File: src/rtl/apb_mem_slave_ws_if.sv
// APB bus bundle for apb_mem_slave_ws.
// The master drives the request signals and the slave drives the completion signals.
interface apb_mem_slave_ws_if #(
    parameter int ADDR_WIDTH = 8,
    parameter int WIDTH      = 32
);
    logic [ADDR_WIDTH-1:0] paddr;
    logic                  pwrite;
    logic                  psel;
    logic                  penable;
    logic [WIDTH-1:0]      pwdata;
    logic [WIDTH/8-1:0]    pstrb;
    logic [WIDTH-1:0]      prdata;
    logic                  pready;
    logic                  pslverr;

    modport master (
        output paddr, pwrite, psel, penable, pwdata, pstrb,
        input  prdata, pready, pslverr
    );

    modport slave (
        input  paddr, pwrite, psel, penable, pwdata, pstrb,
        output prdata, pready, pslverr
    );
endinterface

File: src/rtl/apb_mem_slave_ws.sv
// APB register-file memory slave with configurable wait states, byte strobes,
// alignment and range checking, registered response and a saturating error counter.
module apb_mem_slave_ws #(
    parameter int ADDR_WIDTH  = 8,
    parameter int WIDTH       = 32,
    parameter int DEPTH       = 32,
    parameter int WAIT_STATES = 2
) (
    input  logic                clk,
    input  logic                rst_n,
    apb_mem_slave_ws_if.slave   bus,
    output logic [7:0]          err_cnt
);
    localparam int NB  = WIDTH / 8;
    localparam int LSB = $clog2(NB);
    localparam int IW  = (DEPTH > 1) ? $clog2(DEPTH) : 1;
    localparam logic [ADDR_WIDTH-1:0] LSB_MASK = ADDR_WIDTH'((1 << LSB) - 1);

    localparam logic [0:0] IDLE   = 1'b0;
    localparam logic [0:0] ACCESS = 1'b1;

    logic [0:0]            state;
    logic [3:0]            cnt;
    logic                  err_lat;
    logic [WIDTH-1:0]      mem [DEPTH];

    logic [ADDR_WIDTH-1:0] word_addr;
    logic [IW-1:0]         idx;
    logic                  addr_err;
    logic                  setup;
    logic                  resp_err;
    logic [WIDTH-1:0]      rd_word;
    logic [WIDTH-1:0]      resp_data;

    assign word_addr = bus.paddr >> LSB;
    assign idx       = word_addr[IW-1:0];
    // Extra MSB keeps the range compare correct when DEPTH equals 2**ADDR_WIDTH.
    assign addr_err  = (|(bus.paddr & LSB_MASK)) ||
                       ({1'b0, word_addr} >= (ADDR_WIDTH + 1)'(DEPTH));
    assign setup     = bus.psel && !bus.penable;
    assign resp_err  = (state == ACCESS && bus.penable) ? err_lat : addr_err;
    assign rd_word   = addr_err ? '0 : mem[idx];
    assign resp_data = (!bus.pwrite && !resp_err) ? rd_word : '0;

    always_ff @(posedge clk or negedge rst_n) begin
        if (!rst_n) begin
            state       <= IDLE;
            cnt         <= '0;
            err_lat     <= 1'b0;
            err_cnt     <= '0;
            bus.pready  <= 1'b0;
            bus.pslverr <= 1'b0;
            bus.prdata  <= '0;
            for (int unsigned i = 0; i < DEPTH; i++) mem[i] <= '0;
        end else begin
            case (state)
                IDLE: begin
                    if (setup) begin
                        state   <= ACCESS;
                        cnt     <= 4'(WAIT_STATES);
                        err_lat <= addr_err;
                        if (WAIT_STATES == 0) begin
                            bus.pready  <= 1'b1;
                            bus.pslverr <= resp_err;
                            bus.prdata  <= resp_data;
                        end
                    end
                end
                ACCESS: begin
                    if (!bus.psel) begin
                        state       <= IDLE;
                        bus.pready  <= 1'b0;
                        bus.pslverr <= 1'b0;
                        bus.prdata  <= '0;
                    end else if (!bus.penable) begin
                        cnt         <= 4'(WAIT_STATES);
                        err_lat     <= addr_err;
                        bus.pready  <= (WAIT_STATES == 0);
                        bus.pslverr <= (WAIT_STATES == 0) ? resp_err : 1'b0;
                        bus.prdata  <= (WAIT_STATES == 0) ? resp_data : '0;
                    end else if (bus.pready) begin
                        if (bus.pwrite && !err_lat) begin
                            for (int unsigned b = 0; b < NB; b++)
                                if (bus.pstrb[b]) mem[idx][8*b +: 8] <= bus.pwdata[8*b +: 8];
                        end
                        if (bus.pslverr && err_cnt != 8'hFF) err_cnt <= err_cnt + 8'd1;
                        state       <= IDLE;
                        bus.pready  <= 1'b0;
                        bus.pslverr <= 1'b0;
                        bus.prdata  <= '0;
                    end else begin
                        cnt <= cnt - 4'd1;
                        if (cnt == 4'd1) begin
                            bus.pready  <= 1'b1;
                            bus.pslverr <= resp_err;
                            bus.prdata  <= resp_data;
                        end
                    end
                end
                default: state <= IDLE;
            endcase
        end
    end
endmodule

File: src/flat_wrapper.sv
// flat-port wrapper written by rule: the top's interface ports become plain ports
module apb_mem_slave_ws_flat 
#(
    parameter int ADDR_WIDTH  = 8,
    parameter int WIDTH       = 32,
    parameter int DEPTH       = 32,
    parameter int WAIT_STATES = 2
)
  (clk, rst_n, err_cnt, bus_paddr, bus_pwrite, bus_psel, bus_penable, bus_pwdata, bus_pstrb, bus_prdata, bus_pready, bus_pslverr);
  apb_mem_slave_ws_if #(.ADDR_WIDTH(ADDR_WIDTH), .WIDTH(WIDTH)) bus_i ();
  input  logic clk;
  input  logic rst_n;
  output logic [7:0] err_cnt;
  input wire logic [$bits(bus_i.paddr)-1:0] bus_paddr;
  input wire logic [$bits(bus_i.pwrite)-1:0] bus_pwrite;
  input wire logic [$bits(bus_i.psel)-1:0] bus_psel;
  input wire logic [$bits(bus_i.penable)-1:0] bus_penable;
  input wire logic [$bits(bus_i.pwdata)-1:0] bus_pwdata;
  input wire logic [$bits(bus_i.pstrb)-1:0] bus_pstrb;
  output wire logic [$bits(bus_i.prdata)-1:0] bus_prdata;
  output wire logic [$bits(bus_i.pready)-1:0] bus_pready;
  output wire logic [$bits(bus_i.pslverr)-1:0] bus_pslverr;
  assign bus_i.paddr = bus_paddr;
  assign bus_i.pwrite = bus_pwrite;
  assign bus_i.psel = bus_psel;
  assign bus_i.penable = bus_penable;
  assign bus_i.pwdata = bus_pwdata;
  assign bus_i.pstrb = bus_pstrb;
  assign bus_prdata = bus_i.prdata;
  assign bus_pready = bus_i.pready;
  assign bus_pslverr = bus_i.pslverr;
  apb_mem_slave_ws #(.ADDR_WIDTH(ADDR_WIDTH), .WIDTH(WIDTH), .DEPTH(DEPTH), .WAIT_STATES(WAIT_STATES)) u_core (.clk(clk), .rst_n(rst_n), .bus(bus_i), .err_cnt(err_cnt));
endmodule
File: config.mk
export PLATFORM = sky130hd
export DESIGN_NAME = apb_mem_slave_ws_flat
export DESIGN_NICKNAME = d
export VERILOG_FILES = /design/src/rtl/apb_mem_slave_ws_if.sv /design/src/rtl/apb_mem_slave_ws.sv /design/src/flat_wrapper.sv
export SDC_FILE = /design/constraint.sdc
export NUM_CORES = 1
export LEC_CHECK = 0
export ABC_CLOCK_PERIOD_IN_PS = 4720
export CORE_MARGIN = 2
export CORE_UTILIZATION = 55
export DETAILED_ROUTE_END_ITERATION = 16
export MAX_ROUTING_LAYER = met4
export PLACE_DENSITY_LB_ADDON = 0.12
export RECOVER_POWER = 100
export SYNTH_ARGS = -nofsm -noshare
export SYNTH_HDL_FRONTEND = slang
export SYNTH_SLANG_ARGS = --single-unit
File: constraint.sdc
create_clock -name clk -period 4.72 [get_ports clk]
set_clock_uncertainty 0.2 [all_clocks]
set_input_delay 0.944 -clock clk [delete_from_list [all_inputs] [get_ports clk]]
set_output_delay 0.944 -clock clk [all_outputs]
set_load 0.01 [all_outputs]
* Word-level counts from Yosys, hierarchy flattened
Cells that the tools add are included.
** Cells by class
- $lt $le $gt $ge :: 3
- Reductions and logical operators :: 17
- Eq/ne operators :: 7
- Bitwise gates (word level) :: 2
- Add/sub/neg operators :: 2
- Mux-type cells :: 63
** Operator list (number)
- $mux 1024 :: 19
- $bwmux 1024 :: 4
- $demux 32 s5 :: 4
- $mux 32 :: 9
- $bmux 32 s5 :: 1
- $mux 24 :: 1
- $mux 1 :: 16
- $mux 16 :: 1
- $mux 4 :: 4
- $ge 6x6->1 const B :: 2
- $reduce_and 5->1 :: 2
- $add 8x1->8 const B :: 1
- $mux 8 :: 1
- $ne 8x8->1 const B :: 1
- $pmux 4 s2 :: 1
- $logic_and 1x1->1 :: 6
- $lt 6x1->1 const B :: 1
- $not 5->6 :: 1
- $reduce_and 3->1 :: 2
- $eq 4x1->1 const B :: 1
- $logic_not 1->1 :: 4
- $ne 2x2->1 const B :: 2
- $ne 4x2->1 const B :: 1
- $pmux 1 s2 :: 2
- other kinds (7) :: 7
** Word-level totals
- Output and inout port bits :: 42
- Register bits :: 1072
- Input bits :: 49

* Logic depth before layout (Yosys ltp)
- Word-level depth :: 28
- Mapped depth :: 9
- Gate-level depth less buffers :: 6

* Worst setup path after synthesis
OpenSTA, ideal clock, no wires.
- Path type :: input-to-reg
- Start point :: input port bus_paddr[2]
- End point :: register u_core.bus.prdata[15]
- Cell stages on the path :: 9
- Slack :: 1.745 ns
- Buffers on the path :: 4
- Setup time :: 0.121 ns
- Data arrival time :: 2.654 ns
- Cell sequence :: buf_2 buf_2 buf_2 clkbuf_1 mux2i_1 o22ai_1 nor4_1 nand2_1 a22o_1
** Between the ends
- Longest elaborated chain between the ends :: 10
- Elaborated cells on any way between the ends :: 15
** RTL lines
- start: declaration :: line flat_wrapper.sv:14 : input wire logic [$bits(bus_i.paddr)-1:0] bus_paddr;
- $not 5->6 (implied by the code) / $ge 6x6->1 (equally long branches) :: line apb_mem_slave_ws.sv:42, apb_mem_slave_ws.sv:39
- $bmux 32 s5 / $logic_or 1x1->1 (equally long branches) :: line apb_mem_slave_ws.sv:42, apb_mem_slave_ws.sv:38
- $mux 32 (implied by the code) / $mux 1 (equally long branches) :: line apb_mem_slave_ws.sv:42, apb_mem_slave_ws.sv:41
- $mux 32 (implied by the code) / $logic_not 1->1 (equally long branches) :: line apb_mem_slave_ws.sv:42, apb_mem_slave_ws.sv:43
- $mux 32 / $logic_and 1x1->1 (equally long branches) :: line apb_mem_slave_ws.sv:42, apb_mem_slave_ws.sv:43
- $mux 32 * :: line apb_mem_slave_ws.sv:43 : assign resp_data = (!bus.pwrite && !resp_err) ? rd_word : '0;
- $mux 32 * :: line apb_mem_slave_ws.sv:93 : if (cnt == 4'd1) begin
- $mux 32 * :: line apb_mem_slave_ws.sv:81 : end else if (bus.pready) begin
- $mux 32 * :: line apb_mem_slave_ws.sv:75 : end else if (!bus.penable) begin
- $mux 32 * :: line apb_mem_slave_ws.sv:70 : if (!bus.psel) begin
- end signal: assignment :: line apb_mem_slave_ws.sv:65 : bus.prdata <= resp_data;
- end signal: assignment :: line apb_mem_slave_ws.sv:80 : bus.prdata <= (WAIT_STATES == 0) ? resp_data : '0;
- end signal: assignment :: line apb_mem_slave_ws.sv:96 : bus.prdata <= resp_data;
- end: declaration :: line apb_mem_slave_ws_if.sv:24 : output prdata, pready, pslverr
Every way passes the cells marked *; elsewhere a longest branch is shown, timed or not. The select of a mux whose other input is x is not followed.
A chain may end at the register's enable or synchronous reset.

* Worst setup path after layout
- Start point :: input port bus_paddr[3]
- End point :: register u_core.bus.prdata[6]
The elaborated chain is that of the path after synthesis.

==> run summary <==
The area share of the largest cell type after synthesis came out at 54.9%. The critical path startpoint is bus_paddr[3]. The critical path is of the in2reg type.

The path class of the tightest hold or removal check is reg2reg. The synthesized netlist devotes 0.125% of its cell area to XOR and XNOR gates. By area the synthesized netlist is led by sky130_fd_sc_hd__dfrtp_1 (55%), sky130_fd_sc_hd__mux2_2 (23%), sky130_fd_sc_hd__mux2i_1 (11%), sky130_fd_sc_hd__o22ai_1 (3.3%), sky130_fd_sc_hd__clkbuf_1 (1.5%). The number of synthesized flops with an enable pin came out at 0. The biggest area contributor in the post-synthesis netlist is sky130_fd_sc_hd__dfrtp_1.

Of the total synthesized cell area, the portion taken by AND, OR, NAND and NOR gates is 4.38%. The peak ir drop on the vdd network is 0.356 mV. The start of the worst register-to-register path is u_core.cnt[0]$_DFFE_PN0P_.

The number of buffers and inverters on the critical path came out at 3. The flow ran to the end, but the final reports show violations. The multiplexer area fraction after synthesis is 34.2%. The largest buffer count on any clock path came out at 3.

The final count of negative-setup-slack endpoints came out at 0. The part of the cycle the worst path needs came out at 90.6%. The signal on the critical path passes through dlygate4sd3_1, buf_4, nand4b_1, clkbuf_1, o22ai_1, nor4_1, nand2_1, a22o_1. In this run, post-CTS hold repair placed 0 buffers. At the end of routability-driven placement, the weighted congestion stood at 0.867. The checks that failed: max-capacitance violations, max-slew violations.

The highest signal layer in the routed design is met4. The total number of yosys warnings is 0. The TritonCTS sink count came out at 1072. The count of cells resized by post-cts repair came out at 0. The area of the core region is 88200 um2.

The areal power density over the cells came out at 346 nW/um2. The total global routing overflow is 0. The later-pin clock latency in the skew report came out at 0.69 ns. The mean area per synthesized cell is 13.9 um2. The via-per-instance ratio came out at 6.21. Measured along the x axis, the die boundary spans 302 um. The initial cell density of the core is 55.4%. The multi-input combinational cells in the finished layout cover a total of 20500 um2.

The critical path runs through a total of 8 cells. The largest net degree at the start of global routing is 101. The clock transition at the registers of the reported paths is 0.06 ns.

The area occupied by registers is 26800 um2. The first detailed-routing pass ran for 5 iterations. The arrival time reported for the critical path endpoint came out at 4.64 ns. The kind of start point of the critical path is an input pin. The static power due to leakage is 27.3 nW.

The cell depth of the worst flop-to-flop path came out at 5. The total track usage came out at 29.2%. The gate count of the mapped netlist is 3506. Counting the fill cells in the layout gives 6758. The post-synth net total is 3558. The CTS buffer count is 112. The total number of vias is 30041.

The compound-cell area share of the yosys netlist is 4.00%. The initialized floorplan defines 109 standard-cell rows. The net total in the final layout came out at 3630. In this run the tool buffered the top-level ports with 90 buffer cells. The number of max-capacitance violations reported came out at 2.

The endpoint identified for the worst register-to-register timing path is u_core.bus.prdata[9]$_DFFE_PN0P_. The routed design uses 5.65 mm of met3 wire. The number of top-level pins came out at 91. The post-route met1 wirelength came out at 55.3 mm. The kind of cell with the highest combined delay on the critical path is simple AND/OR/NAND/NOR gates. The area overhead of the layout relative to synthesis is 11.4%.

Once the clock tree was built, the setup fixing pass inserted 0 buffers. The final count of hold timing violations is 0. Following the worst setup path forward leads to its endpoint at u_core.bus.prdata[6]$_DFFE_PN0P_. The dominant combinational cell family by area after synthesis is multiplexers. The headroom to the max-slew limit came out at -118%.

The most frequently used flop master after synthesis is sky130_fd_sc_hd__dfrtp_1. The number of global-route vias before repair came to 31937. For this run, the top clock speed supported by timing is 234 MHz. The data required time at the worst endpoint came out at 5.08 ns. In this run the register-to-register setup slack is 0.99 ns. Final hold analysis gives a worst-case slack of 0.288 ns. The cell with the biggest individual delay on the critical path is sky130_fd_sc_hd__nor4_1.

The async set-reset flop share out of synthesis is 100%. The area of the die came out at 91300 um2. The root buffer cell is sky130_fd_sc_hd__clkbuf_16. The setup TNS came out at 0 ns.

The die is 302 um tall. The worst stage delay on the critical path came out at 0.93 ns. For this run, design rule violations remaining after detail routing come to 0. The residual antenna-violating net count after detailed routing came out at 0. The mapped cell area is 48900 um2.

The utilization after layout is 61.7%. The post-route minimum period came out at 4.28 ns. In this run, the number of DRC markers left after iteration 0 of detailed routing was 1859. STA classifies the critical path endpoint as a flop. The synthesized flop and latch total came out at 1072. The post-route netlist has 35.6% of its cells at a drive strength greater than 1. The unique cell type count in the Yosys netlist came out at 56. The worst setup slack after placement came out at 0.281 ns. Along the worst path, the maximum fanout reaches 16. Across all setup checks in the final design, the least slack found is 0.442 ns. The number of max-slew violations in the final report was 126.

Setup repair after global routing left no endpoint under its margin. The CTS tree is done. The initial antenna violation count came out at 6. At the pin with the least slew margin, the transition time is 3.26 ns. The sequential fraction of the synthesis area came out at 54.9%. The half-perimeter wire length after detailed placement is 84.8 mm.

The amount of wire on met2 after detailed routing came out at 63.3 mm. The final wirelength is 128 mm. The global-route wire length before repair is 197 mm. The adder-cell share of the synthesized area came out at 0.0768%. The mean routed wirelength per cell came out at 26.5 um. The H-tree was split into 3 levels.
Yosys cell counts, types with 5 or more instances:
cell,count
sky130_fd_sc_hd__nor4_1,65
sky130_fd_sc_hd__mux2_1,19
sky130_fd_sc_hd__nand3_1,6
sky130_fd_sc_hd__nor2_8,10
sky130_fd_sc_hd__nor2_2,18
sky130_fd_sc_hd__buf_4,9
sky130_fd_sc_hd__and3_1,8
sky130_fd_sc_hd__dfrtp_1,1072
sky130_fd_sc_hd__nand2_2,21
sky130_fd_sc_hd__nand4bb_1,6
sky130_fd_sc_hd__nand2_1,101
sky130_fd_sc_hd__o22ai_1,256
sky130_fd_sc_hd__a22o_1,32
sky130_fd_sc_hd__mux2_2,1000
sky130_fd_sc_hd__mux2i_1,514
sky130_fd_sc_hd__clkbuf_1,190
sky130_fd_sc_hd__buf_2,57
sky130_fd_sc_hd__nor2_4,30
sky130_fd_sc_hd__nand4b_1,5
sky130_fd_sc_hd__nand4_1,5
sky130_fd_sc_hd__and2_0,5
sky130_fd_sc_hd__nor2_1,6
sky130_fd_sc_hd__o21ai_0,8
sky130_fd_sc_hd__inv_1,5
sky130_fd_sc_hd__mux2_4,7
worst min path at each step:
stage | startpoint | end | slack, ns | cells past startpoint
6_report | u_core.mem[259]$_DFFE_PN0P_ | u_core.mem[259]$_DFFE_PN0P_ | 0.29 | 1
5_1_grt | u_core.mem[924]$_DFFE_PN0P_ | u_core.mem[924]$_DFFE_PN0P_ | 0.31 | 1
4_1_cts | rst_n | u_core.mem[133]$_DFFE_PN0P_ | 0.17 | 1
3_5_place_dp | u_core.mem[286]$_DFFE_PN0P_ | u_core.mem[286]$_DFFE_PN0P_ | 0.28 | 1
3_3_place_gp | u_core.mem[262]$_DFFE_PN0P_ | u_core.mem[262]$_DFFE_PN0P_ | 0.27 | 1
2_1_floorplan | u_core.mem[262]$_DFFE_PN0P_ | u_core.mem[262]$_DFFE_PN0P_ | 0.26 | 1
stage by stage:
stage | power, mW | cells | instance area [um2]
global placement | 10.2 | 4629 | 51400
floorplan | 9.78 | 3506 | 48900
finish | 18.9 | 4834 | 54400
detailed placement | 10.3 | 4629 | 51400
CTS | 19.0 | 4830 | 55000
global route | 19.4 | 4833 | 54400
cells by family (layout without fill, tap and decap cells):
kind of cell | count (synthesis) | count (layout)
mux | 1540 | 1540
flops | 1072 | 1072
simple gates | 318 | 318
compound gates | 301 | 301
buf+inv | 265 | 424
xor+xnor | 7 | 7
fa+ha+maj | 3 | 3
other cells | 0 | 4
metal layers:
metal	global-route usage, %	vias up
met5	-	-
met4	8.73	0
li1	-	13066
met3	4.00	216
met1	38.4	16084
met2	47.5	675
layout by cell type (no fill, tap or decap), types with 3 or more instances in the layout:
| cell type | Yosys | layout |
|---|---|---|
| sky130_fd_sc_hd__buf_12 | 1 | 18 |
| sky130_fd_sc_hd__and2_1 | 4 | 3 |
| sky130_fd_sc_hd__dfrtp_1 | 1072 | 1072 |
| sky130_fd_sc_hd__xnor2_1 | 4 | 4 |
| sky130_fd_sc_hd__xor2_1 | 3 | 3 |
| sky130_fd_sc_hd__nand4_1 | 5 | 5 |
| sky130_fd_sc_hd__clkbuf_2 | 0 | 4 |
| sky130_fd_sc_hd__nand4bb_2 | 0 | 6 |
| sky130_fd_sc_hd__mux2_1 | 19 | 21 |
| sky130_fd_sc_hd__inv_1 | 5 | 5 |
| sky130_fd_sc_hd__mux2_2 | 1000 | 1004 |
| sky130_fd_sc_hd__o22ai_1 | 256 | 256 |
| sky130_fd_sc_hd__diode_2 | 0 | 4 |
| sky130_fd_sc_hd__nor2_1 | 6 | 57 |
| sky130_fd_sc_hd__a22o_1 | 32 | 32 |
| sky130_fd_sc_hd__bufinv_16 | 0 | 5 |
| sky130_fd_sc_hd__clkbuf_8 | 0 | 25 |
| sky130_fd_sc_hd__buf_4 | 9 | 84 |
| sky130_fd_sc_hd__nand3_1 | 6 | 7 |
| sky130_fd_sc_hd__nand4b_1 | 5 | 5 |
| sky130_fd_sc_hd__mux2i_1 | 514 | 514 |
| sky130_fd_sc_hd__clkbuf_16 | 0 | 117 |
| sky130_fd_sc_hd__o21ai_0 | 8 | 8 |
| sky130_fd_sc_hd__nand2_1 | 101 | 122 |
| sky130_fd_sc_hd__dlygate4sd3_1 | 0 | 44 |
| sky130_fd_sc_hd__and2_0 | 5 | 6 |
| sky130_fd_sc_hd__clkbuf_1 | 190 | 54 |
| sky130_fd_sc_hd__clkinv_2 | 0 | 21 |
| sky130_fd_sc_hd__nor2_4 | 30 | 6 |
| sky130_fd_sc_hd__clkdlybuf4s50_1 | 0 | 44 |
| sky130_fd_sc_hd__nor4_1 | 65 | 65 |
| sky130_fd_sc_hd__ha_1 | 3 | 3 |
| sky130_fd_sc_hd__or4b_2 | 4 | 4 |
| sky130_fd_sc_hd__and3_1 | 8 | 8 |
| sky130_fd_sc_hd__nor2b_1 | 4 | 4 |
sequential cells by signal, summed over array words and instances, names as in the netlist:
signal / cells
u_core.state: 1
u_core.bus.pready: 1
u_core.bus.pslverr: 1
u_core.err_cnt: 8
u_core.mem: 1024
u_core.bus.prdata: 32
u_core.cnt: 4
u_core.err_lat: 1
worst register-to-register path: stages, from the launching register on:
cell	delay, ns
sky130_fd_sc_hd__dfrtp_1	0.43
sky130_fd_sc_hd__ha_1	0.22
sky130_fd_sc_hd__and3_1	0.22
sky130_fd_sc_hd__o31ai_4	0.16
sky130_fd_sc_hd__clkbuf_1	1.96
sky130_fd_sc_hd__a22o_1	0.44
report_power, final:
group | switching, mW | leakage, nW | internal (mW) | total, mW
combinational | 0.620 | 10.5 | 0.230 | 0.850
sequential | 0.0137 | 15.0 | 9.21 | 9.22
clock | 3.61 | 1.82 | 5.17 | 8.78
total | 4.25 | 27.3 | 14.6 | 18.9
area by class of cell:
type | instances | share of cell area (%)
sequential | 1072 | 49.3
clock inverter | 28 | 0.501
timing repair buffer | 218 | 3.66
inverter | 5 | 0.0345
tap | 1165 | 2.68
antenna | 4 | 0.0184
clock buffer | 173 | 6.22
multi-input combinational | 2169 | 37.6
(Power assumes the default switching activity.)
